File: config.mk
export PLATFORM = sky130hd
export DESIGN_NAME = uart_fifo_wr_arb
export DESIGN_NICKNAME = d
export VERILOG_FILES = /design/src/rtl/uart_fifo_wr_arb.sv
export SDC_FILE = /design/constraint.sdc
export NUM_CORES = 1
export LEC_CHECK = 0
export CORE_UTILIZATION = 65
export CTS_BUF_LIST = sky130_fd_sc_hd__clkbuf_4 sky130_fd_sc_hd__clkbuf_8
export CTS_CLUSTER_DIAMETER = 120
export CTS_CLUSTER_SIZE = 24
export DETAILED_ROUTE_END_ITERATION = 10
export DONT_BUFFER_PORTS = 1
export GPL_TIMING_DRIVEN = 0
export PLACE_DENSITY_LB_ADDON = 0.25
export SLEW_MARGIN = 20
export SYNTH_ARGS = -nofsm -noshare
export SYNTH_HDL_FRONTEND = slang
export SYNTH_SLANG_ARGS = --single-unit
File: constraint.sdc
create_clock -name wclk -period 3 [get_ports wclk]
set_input_delay 0.45 -clock wclk [delete_from_list [all_inputs] [get_ports wclk]]
set_output_delay 0.45 -clock wclk [all_outputs]
set_load 0.02 [all_outputs]
File: src/rtl/uart_fifo_wr_arb.sv
// Round-robin arbiter sharing one UART FIFO write port among N_REQ byte-stream requesters.
// Latency: grant one wclk after a request is seen in IDLE; beats pass combinationally to the FIFO.
// Backpressure: fifo_wfull stalls the owner beat by beat; fifo_almost_full only blocks new grants.
module uart_fifo_wr_arb #(
  parameter int N_REQ      = 4,
  parameter int DATA_WIDTH = 8,
  parameter int MAX_BURST  = 16
) (
  input  logic                          wclk,
  input  logic                          wrst,
  input  logic [N_REQ-1:0]              req_valid,
  input  logic [N_REQ*DATA_WIDTH-1:0]   req_data,
  input  logic [N_REQ-1:0]              req_last,
  output logic [N_REQ-1:0]              req_ready,
  input  logic                          fifo_wfull,
  input  logic                          fifo_almost_full,
  output logic                          fifo_w_en,
  output logic [DATA_WIDTH-1:0]         fifo_wdata,
  output logic [N_REQ-1:0]              grant,
  output logic                          busy
);

  localparam int PW = $clog2(N_REQ);
  localparam int BW = $clog2(MAX_BURST);

  typedef enum logic {IDLE = 1'b0, XFER = 1'b1} state_t;

  state_t           state;
  state_t           state_nxt;
  logic [N_REQ-1:0] grant_q;
  logic [PW-1:0]    last_ptr;   // previous winner while idle, current owner while in XFER
  logic [BW-1:0]    beat_cnt;
  logic [PW-1:0]    sel;
  logic [PW-1:0]    cand;
  logic             sel_found;
  logic             start;
  logic             hs;
  logic             rel;

  // Round-robin scan: first valid requester after the previous winner, wrapping modulo N_REQ
  always_comb begin
    sel       = last_ptr;
    cand      = '0;
    sel_found = 1'b0;
    for (int k = 1; k <= N_REQ; k++) begin
      cand = PW'((int'(last_ptr) + k) % N_REQ);
      if (!sel_found && req_valid[cand]) begin
        sel       = cand;
        sel_found = 1'b1;
      end
    end
  end

  assign start = (state == IDLE) && !fifo_almost_full && sel_found;
  assign hs    = (state == XFER) && req_valid[last_ptr] && !fifo_wfull;
  // A packet end and the burst limit landing on the same beat still give a single release
  assign rel   = hs && (req_last[last_ptr] || (beat_cnt == BW'(MAX_BURST - 1)));

  // State register
  always_ff @(posedge wclk or posedge wrst) begin
    if (wrst) state <= IDLE;
    else      state <= state_nxt;
  end

  // Next-state logic: grant when arbitration wins, release on packet end or burst limit
  always_comb begin
    state_nxt = state;
    case (state)
      IDLE:    if (start) state_nxt = XFER;
      XFER:    if (rel)   state_nxt = IDLE;
      default: state_nxt = IDLE;
    endcase
  end

  // Grant, owner pointer and beat counter; last_ptr reset to N_REQ-1 so the first scan begins at 0
  always_ff @(posedge wclk or posedge wrst) begin
    if (wrst) begin
      grant_q  <= '0;
      last_ptr <= PW'(N_REQ - 1);
      beat_cnt <= '0;
    end else if (start) begin
      grant_q  <= {{(N_REQ-1){1'b0}}, 1'b1} << sel;
      last_ptr <= sel;
      beat_cnt <= '0;
    end else if (hs) begin
      beat_cnt <= beat_cnt + 1'b1;
      if (rel) grant_q <= '0;
    end
  end

  // Outputs: owner path is combinational from the registered grant so a full FIFO never loses a beat
  always_comb begin
    req_ready  = '0;
    fifo_w_en  = 1'b0;
    fifo_wdata = '0;
    busy       = 1'b0;
    if (state == XFER) begin
      busy                = 1'b1;
      req_ready[last_ptr] = !fifo_wfull;
      fifo_w_en           = hs;
      fifo_wdata          = req_data[last_ptr*DATA_WIDTH +: DATA_WIDTH];
    end
  end

  assign grant = grant_q;

endmodule

# Word-level counts from Yosys, hierarchy flattened
# Cells that the tools add are included.
[word_totals]
wordCells = 72
input_bits = 44
ff_bits = 11
[classes]
reduce_logical = 18
add_sub_neg = 5
n_bitwise = 2
mux = 34
shift = 2
order_cmp = 6
eq_ne = 1
[ops]
columns = ["cell", "n"]
rows = [
  ["$shiftx A32 B6 Y8", 1],
  ["$mux W4", 6],
  ["$lt A2 B3 Y1 const B", 5],
  ["$mux W1", 15],
  ["$bmux W1 S2", 6],
  ["$logic_and A1 B1 Y1", 9],
  ["$mux W2", 4],
  ["$mux W8", 1],
  ["$logic_not A1 Y1", 5],
  ["$add A2 B1 Y2 const B", 2],
  ["$add A2 B2 Y2 const B", 2],
  ["$add A4 B1 Y4 const B", 1],
  ["$and A4 B4 Y4", 1],
  ["$eq A4 B4 Y1 const B", 1],
  ["$reduce_bool A2 Y1", 2],
  ["$shl A1 B2 Y4 const A", 1],
  ["$demux W1 S2", 1],
  ["$ge A2 B1 Y1 const B", 1],
  ["$pmux W1 S2", 1],
  ["$reduce_and A2 Y1", 1],
  ["$logic_or A1 B1 Y1", 1],
  ["$not A1 Y1", 1],
]

# Longest topological paths before layout
# Gate-level depths: netlist of the first run.
[depth]
ltp_word = 16
mapped_depth = 9
ltp_nobuf = 7

# Worst setup path before layout of the first run
# Ideal clock, no wire load.
[synth_timing]
kind = "flip-flop to flip-flop"
startpoint = "register last_ptr[0]"
endpoint = "register grant_q[1], in the netlist grant[1]"
t_arrival_ns = 2.404
path_buffers = 2
path_slack_ns = 0.518
stages_incl_launch_ff = 9
setup_ns = 0.078
path_cell_list = "dfstp_2 buf_6 buf_2 inv_1 ha_1 mux4_1 a21o_4 mux2_4 o2bb2ai_1"
[synth_via]
elab_chain_len = 16
elab_cells_between_ends = 40
classes_between = "add/sub: 4; shift: 1; mux: 21; reduce/logical: 14"
[synth_rtl]
columns = ["item", "line_no", "source"]
rows = [
  ["from (decl)", "31", "logic [PW-1:0] last_ptr;"],
  ["from (signal assigned)", "79", "last_ptr <= PW'(N_REQ - 1);"],
  ["from (signal assigned)", "83", "last_ptr <= sel;"],
  ["$add A2 B1 Y2", "46", "cand = PW'((int'(last_ptr) + k) % N_REQ);"],
  ["$bmux W1 S2", "47", "if (!sel_found && req_valid[cand]) begin"],
  ["$mux W1 (implied by the code)", "47", ""],
  ["$mux W1", "47", ""],
  ["$logic_not A1 Y1", "47", ""],
  ["$logic_and A1 B1 Y1", "47", ""],
  ["$mux W1", "47", ""],
  ["$logic_not A1 Y1", "47", ""],
  ["$logic_and A1 B1 Y1", "47", ""],
  ["$mux W1", "47", ""],
  ["$logic_not A1 Y1", "47", ""],
  ["$logic_and A1 B1 Y1", "47", ""],
  ["$mux W1", "47", ""],
  ["$logic_and A1 B1 Y1", "54", "assign start = (state == IDLE) && !fifo_almost_full && sel_found;"],
  ["$reduce_bool A2 Y1 (no source line)", "--", ""],
  ["$reduce_and A2 Y1 (no source line)", "--", ""],
  ["to (signal assigned)", "82", "grant_q <= {{(N_REQ-1){1'b0}}, 1'b1} << sel;"],
  ["to (decl)", "30", "logic [N_REQ-1:0] grant_q;"],
]
# Parallel ways exist; a longest one is shown, timed or not. The select of a mux whose other input is x is not followed.
# A chain may end at the register's enable or synchronous reset.

# Final worst setup path of the first run
[layout_timing]
startpoint = "register last_ptr[0]"
endpoint = "register grant_q[3], in the netlist grant[3]"
# The elaborated chain is that of the path after synthesis.

==> impl_metrics.env, run 1 <==
export IMPL_die_h_microns=43.11
export IMPL_crit_required_ps=3200
export IMPL_grt_pass1_wl_microns=3739
export IMPL_power_density_nw_per_um2=1122
export IMPL_cts_setup_buffers=0
export IMPL_drt_first_pass_iters=4
export IMPL_maxCapViolations=0
export IMPL_crit_path_max_fanout=10
export IMPL_clock_fmax_ghz=0.3578
export IMPL_clock_root_buffer="clkbuf_4"
export IMPL_cts_buffer_depth=2
export IMPL_drt_iter0_markers=13
export IMPL_grt_max_degree=12
export IMPL_ant_nets=0
export IMPL_dpl_cell_area_sq_um=1119
export IMPL_period_share_pct=93.16
export IMPL_antenna_found_initial=0
export IMPL_n_antenna_cell=0
export IMPL_vias_per_cell=7.026
export IMPL_r2r_slack_ps=210
export IMPL_syn_area_sq_um=1099
export IMPL_rsz0062_at_grt="no"
export IMPL_cp_end_kind="flop"
export IMPL_vias=808
export IMPL_power_leakage_nw=0.4974
export IMPL_synth_distinct_cells=35
export IMPL_syn_avg_cell_area_sq_um=11.56
export IMPL_finalSetupTns_ps=0
export IMPL_setup_viol=0
export IMPL_gr_usage_all_layers_pct=27.45
export IMPL_rows=14
export IMPL_ys_ff_latch=11
export IMPL_status="finished, final reports clean"
export IMPL_fin_skew_ps=5.895
export IMPL_final_area_sq_um=1149
export IMPL_core_area_sq_um=1541
export IMPL_areaGrowthSynthToFinish_pct=4.556
export IMPL_drcViolationCount=0
export IMPL_numCtsBuffers=3
export IMPL_finalHoldViolations=0
export IMPL_yosys_warnings=0
export IMPL_cts_tree="yes"
export IMPL_port_buffers=0
export IMPL_cts_resized=0
export IMPL_mostFrequentLayoutCells="and2_1 (13), dfrtp_1 (9), mux4_2 (8), mux2i_1 (6)"
export IMPL_slew_headroom_pct=60.04
export IMPL_critPathKind="flop to flop"
export IMPL_nets=149
export IMPL_holdBufCountCts=0
export IMPL_start_util_pct=71.27
export IMPL_tightestPinTransition_ps=596.1
export IMPL_final_common_cell="and2_1"
export IMPL_drive_gt1_share_pct=24.24
export IMPL_clock_latency_ps=270
export IMPL_die_area_sq_um=1858
export IMPL_yosysSeqAreaShare_pct=25.28
export IMPL_syn_inst=95
export IMPL_overflow=0
export IMPL_ir_drop_uv=712.4
export IMPL_syn_nets=144
export IMPL_fillers=107
export IMPL_hpwl_microns=1851
export IMPL_htreeDepth=1
export IMPL_grt_pass1_vias=866
export IMPL_start_kind="flop"
export IMPL_gp_congestion=0.8763
export IMPL_wl_per_cell_microns=20.03
export IMPL_period_minus_slack_ps=2795
export IMPL_wl_microns=2303
export IMPL_clk_pin_slew_ps=70
export IMPL_drv_slew=0
export IMPL_pin_count=62
export IMPL_die_w_microns=43.11
export IMPL_worst_hold_path_type="primary input to asynchronous set/reset pin"
export IMPL_cp_arrival_ps=3000
export IMPL_clkSinkCount=11
## cell usage after synthesis, drive strengths merged
library cell	count	share of area, %
xnor2	1	0.80
ha	5	5.7
and2b	1	0.68
o21ai	4	1.8
nand3	1	0.46
mux4	12	26
a21o	2	2.0
and2	13	7.4
mux2	5	5.8
buf	3	2.2
nor2b	1	0.57
a22o	2	1.6
nand2	3	1.0
o2bb2ai	2	1.6
inv	4	1.4
nor3	2	1.4
xor2	2	1.6
and3	1	0.57
clkbuf	2	0.68
dfrtp	9	21
mux2i	6	5.5
dfstp	2	4.8
nand4	1	0.57
a21oi	1	0.46
nand2b	1	0.57
nor2	5	1.7
o22a	2	1.6
nor4	2	1.1
## state kept, by name, summed over array words and instances, names as in the netlist
register,cells
grant,4
state,1
last_ptr,2
beat_cnt,4
## critical path: stages (launching register included)
cell     delay, ps
dfstp_2        580
buf_6          170
buf_2          290
inv_1          150
ha_1           440
mux4_1         360
nor3_1         180
o22a_1         160
o22a_1         200
a22o_1         180
## through the flow
stage / total power [mW] / util (%) / instances / worst slack, ps / hold WS (ps)
6_report: 1.288 / 74.51 / 115 / 205.1 / 38.16
5_1_grt: 1.372 / 74.51 / 115 / 40.21 / 70.05
4_1_cts: 1.299 / 74.51 / 115 / 196.7 / 41.33
3_5_place_dp: 1.184 / 72.56 / 111 / 233.8 / 338.3
3_3_place_gp: 1.147 / 72.56 / 111 / 291.3 / 333.9
2_1_floorplan: 1.055 / - / 95 / 518.1 / 301.0
## power by group
part	total (mW)	leakage (nW)	switching, mW	internal [mW]
clock	0.107	0.0184	0.0465	0.0605
combinational	0.852	0.340	0.454	0.398
sequential	0.329	0.139	0.105	0.224
## path summary, 6_finish.rpt
kind,from,endpoint,depth (start not counted)
setup / recovery,last_ptr[0],grant[3],9
hold / removal,wrst,beat_cnt[2],1
setup reg to reg,last_ptr[0],grant[3],9
hold reg to reg,beat_cnt[3],beat_cnt[3],2
max in group asynchronous,wrst,last_ptr[1],1
min in group wclk,fifo_almost_full,beat_cnt[3],2
## cell type report
cell class              instances  area [sq um]  area share [%]
inverters                       4         15.01           1.307
well taps                      16         20.02           1.743
plain buffers                   5         31.28           2.723
multi-input cells              75         774.5           67.43
flip-flops and latches         11         277.8           24.18
clock buffers                   4         30.03           2.614
## kinds of logic (layout without fill, tap and decap cells)
group                    after synthesis  count (layout)  synth area share [%]
AND/OR/NAND/NOR                       31              31                 16.06
flip-flops                            11              11                 25.29
XOR/XNOR                               3               3                 2.392
buffers and inverters                  9              13                 4.214
AO/OA/AOI/OAI                         13              13                 9.111
multiplexers                          23              23                 37.24
adder cells (fa/ha/maj)                5               5                 5.695
## routing by layer
metal	up-vias	track usage [%]	share of wire, %
met5	-	0	0
met4	0	8.485	0.78
met3	2	6.809	10
met2	60	47.76	54
met1	378	33.24	35
li1	368	-	-
No activity file was read; power rests on OpenSTA's default activity.
==> inputs of run 2 (changes only) <==
--- a/config.mk
+++ b/config.mk
@@ -12,7 +12,8 @@
 export DETAILED_ROUTE_END_ITERATION = 10
 export DONT_BUFFER_PORTS = 1
 export GPL_TIMING_DRIVEN = 0
-export PLACE_DENSITY_LB_ADDON = 0.25
+export HOLD_SLACK_MARGIN = 0.05
+export PLACE_DENSITY = 0.79
 export SLEW_MARGIN = 20
 export SYNTH_ARGS = -nofsm -noshare
 export SYNTH_HDL_FRONTEND = slang
==> impl_metrics.env, run 2 (synthesis gave the netlist of run 1 again) <==
export IMPL_antenna_found_initial=0
export IMPL_start_kind="flop"
export IMPL_status="finished, final reports clean"
export IMPL_ir_drop_uv=669.3
export IMPL_multi_input_comb_area_sq_um=774.5
export IMPL_overflow=0
export IMPL_pin_count=62
export IMPL_drv_slew=0
export IMPL_drcViolationCount=0
export IMPL_p_seq_share_pct=25.8
export IMPL_cts_resized=0
export IMPL_start_util_pct=71.27
export IMPL_setup_viol=0
export IMPL_period_minus_slack_ps=2788
export IMPL_r2r_slack_ps=210
export IMPL_grt_max_degree=12
export IMPL_areaGrowthSynthToFinish_pct=4.328
export IMPL_period_share_pct=92.93
export IMPL_ant_nets=0
export IMPL_drt_iter0_markers=10
export IMPL_wl_per_cell_microns=19.77
export IMPL_fin_skew_ps=3.931
export IMPL_n_antenna_cell=0
export IMPL_power_density_nw_per_um2=1117
export IMPL_port_buffers=0
export IMPL_vias=803
export IMPL_clkSinkCount=11
export IMPL_power_internal_mw=0.6707
export IMPL_clock_fmax_ghz=0.3587
export IMPL_gr_usage_all_layers_pct=25.45
export IMPL_tightestPinTransition_ps=591.1
export IMPL_cts_tree="yes"
export IMPL_final_util_pct=74.35
export IMPL_wl_microns=2274
export IMPL_cp_end_kind="flop"
export IMPL_cts_setup_buffers=0
export IMPL_drive_gt1_share_pct=24.24
export IMPL_crit_path_max_fanout=10
export IMPL_die_w_microns=43.11
export IMPL_switching_share_pct=47.58
export IMPL_cp_arrival_ps=2980
export IMPL_dpl_cell_area_sq_um=1119
export IMPL_power_leakage_nw=0.4967
export IMPL_pre_cts_slack_ps=227.2
export IMPL_hpwl_microns=1837
export IMPL_fin_ws_ps=212.0
export IMPL_clock_root_buffer="clkbuf_4"
export IMPL_p_comb_share_pct=66.2
export IMPL_vias_per_cell=6.983
export IMPL_holdBufCountCts=0
export IMPL_p_total_mw=1.280
export IMPL_clock_latency_ps=270
export IMPL_core_area_sq_um=1541
export IMPL_p_sw_mw=0.6089
export IMPL_crit_required_ps=3200
export IMPL_numCtsBuffers=3
export IMPL_grt_pass1_wl_microns=3394
export IMPL_rsz0062_at_grt="no"
export IMPL_critPathKind="flop to flop"
export IMPL_drt_first_pass_iters=4
export IMPL_nets=149
export IMPL_seqCellArea_sq_um=277.8
export IMPL_pwr_share_clk_pct=8.0
export IMPL_htreeDepth=1
export IMPL_final_area_sq_um=1146
export IMPL_worst_hold_path_type="primary input to asynchronous set/reset pin"
export IMPL_mostFrequentLayoutCells="and2_1 (13), dfrtp_1 (9), mux4_2 (8), mux2i_1 (6)"
export IMPL_die_h_microns=43.11
export IMPL_slew_headroom_pct=60.38
export IMPL_final_common_cell="and2_1"
export IMPL_finalSetupTns_ps=0
export IMPL_fillers=118
export IMPL_cts_buffer_depth=2
export IMPL_die_area_sq_um=1858
export IMPL_maxCapViolations=0
export IMPL_grt_pass1_vias=766
export IMPL_rows=14
export IMPL_gp_congestion=0.8123
export IMPL_finalHoldViolations=0
export IMPL_clk_pin_slew_ps=80
-- run 2: changes by cell type in the layout (fill, tap and decap cells not counted) --
cell / change
clkinv_2: +1
clkbuf_4: -1
-- run 2: metal layers --
layer,vias to the layer above,routed length (microns),track usage [%]
li1,367,-,-
met4,0,15,5.455
met2,45,1213,42.39
met3,2,181,9.362
met1,389,863,31.70
met5,-,0,0
-- run 2: path summary, 6_finish.rpt --
check | startpoint | end | depth (start not counted)
min in group wclk | fifo_almost_full | beat_cnt[1] | 2
setup reg to reg | last_ptr[0] | grant[1] | 8
setup / recovery | last_ptr[0] | grant[1] | 8
hold / removal | wrst | grant[0] | 1
hold reg to reg | beat_cnt[1] | beat_cnt[1] | 2
max in group asynchronous | wrst | last_ptr[0] | 1
-- run 2: area by class of cell --
class / count / share of cell area (%)
Tap cell: 16 / 1.747
Inverter: 4 / 1.310
Clock buffer: 3 / 1.965
Buffer: 5 / 2.729
Multi-Input combinational cell: 75 / 67.58
Sequential cell: 11 / 24.24
Clock inverter: 1 / 0.4367
-- run 2: metrics by stage --
step           hold slack [ps]  std cells
2_1_floorplan            301.0         95
3_3_place_gp             347.0        111
3_5_place_dp             354.7        111
4_1_cts                  50.97        115
5_1_grt                  79.24        115
6_report                 44.89        115
-- run 2: power by group through the flow --
stage / combinational (mW) / sequential, mW / clock (mW)
CTS: 0.853 / 0.331 / 0.105
detailed placement: 0.848 / 0.334 / 0
finish: 0.847 / 0.330 / 0.103
floorplan: 0.741 / 0.315 / 0
global route: 0.914 / 0.340 / 0.110
global placement: 0.821 / 0.328 / 0
-- run 2: critical path, cell delays in order, from the launching register on --
cell and delay, ps:
dfstp_2 590, buf_6 170, buf_2 280, inv_1 140, ha_1 420, mux4_1 370
a21o_4 260, mux2_4 310, o2bb2ai_1 160
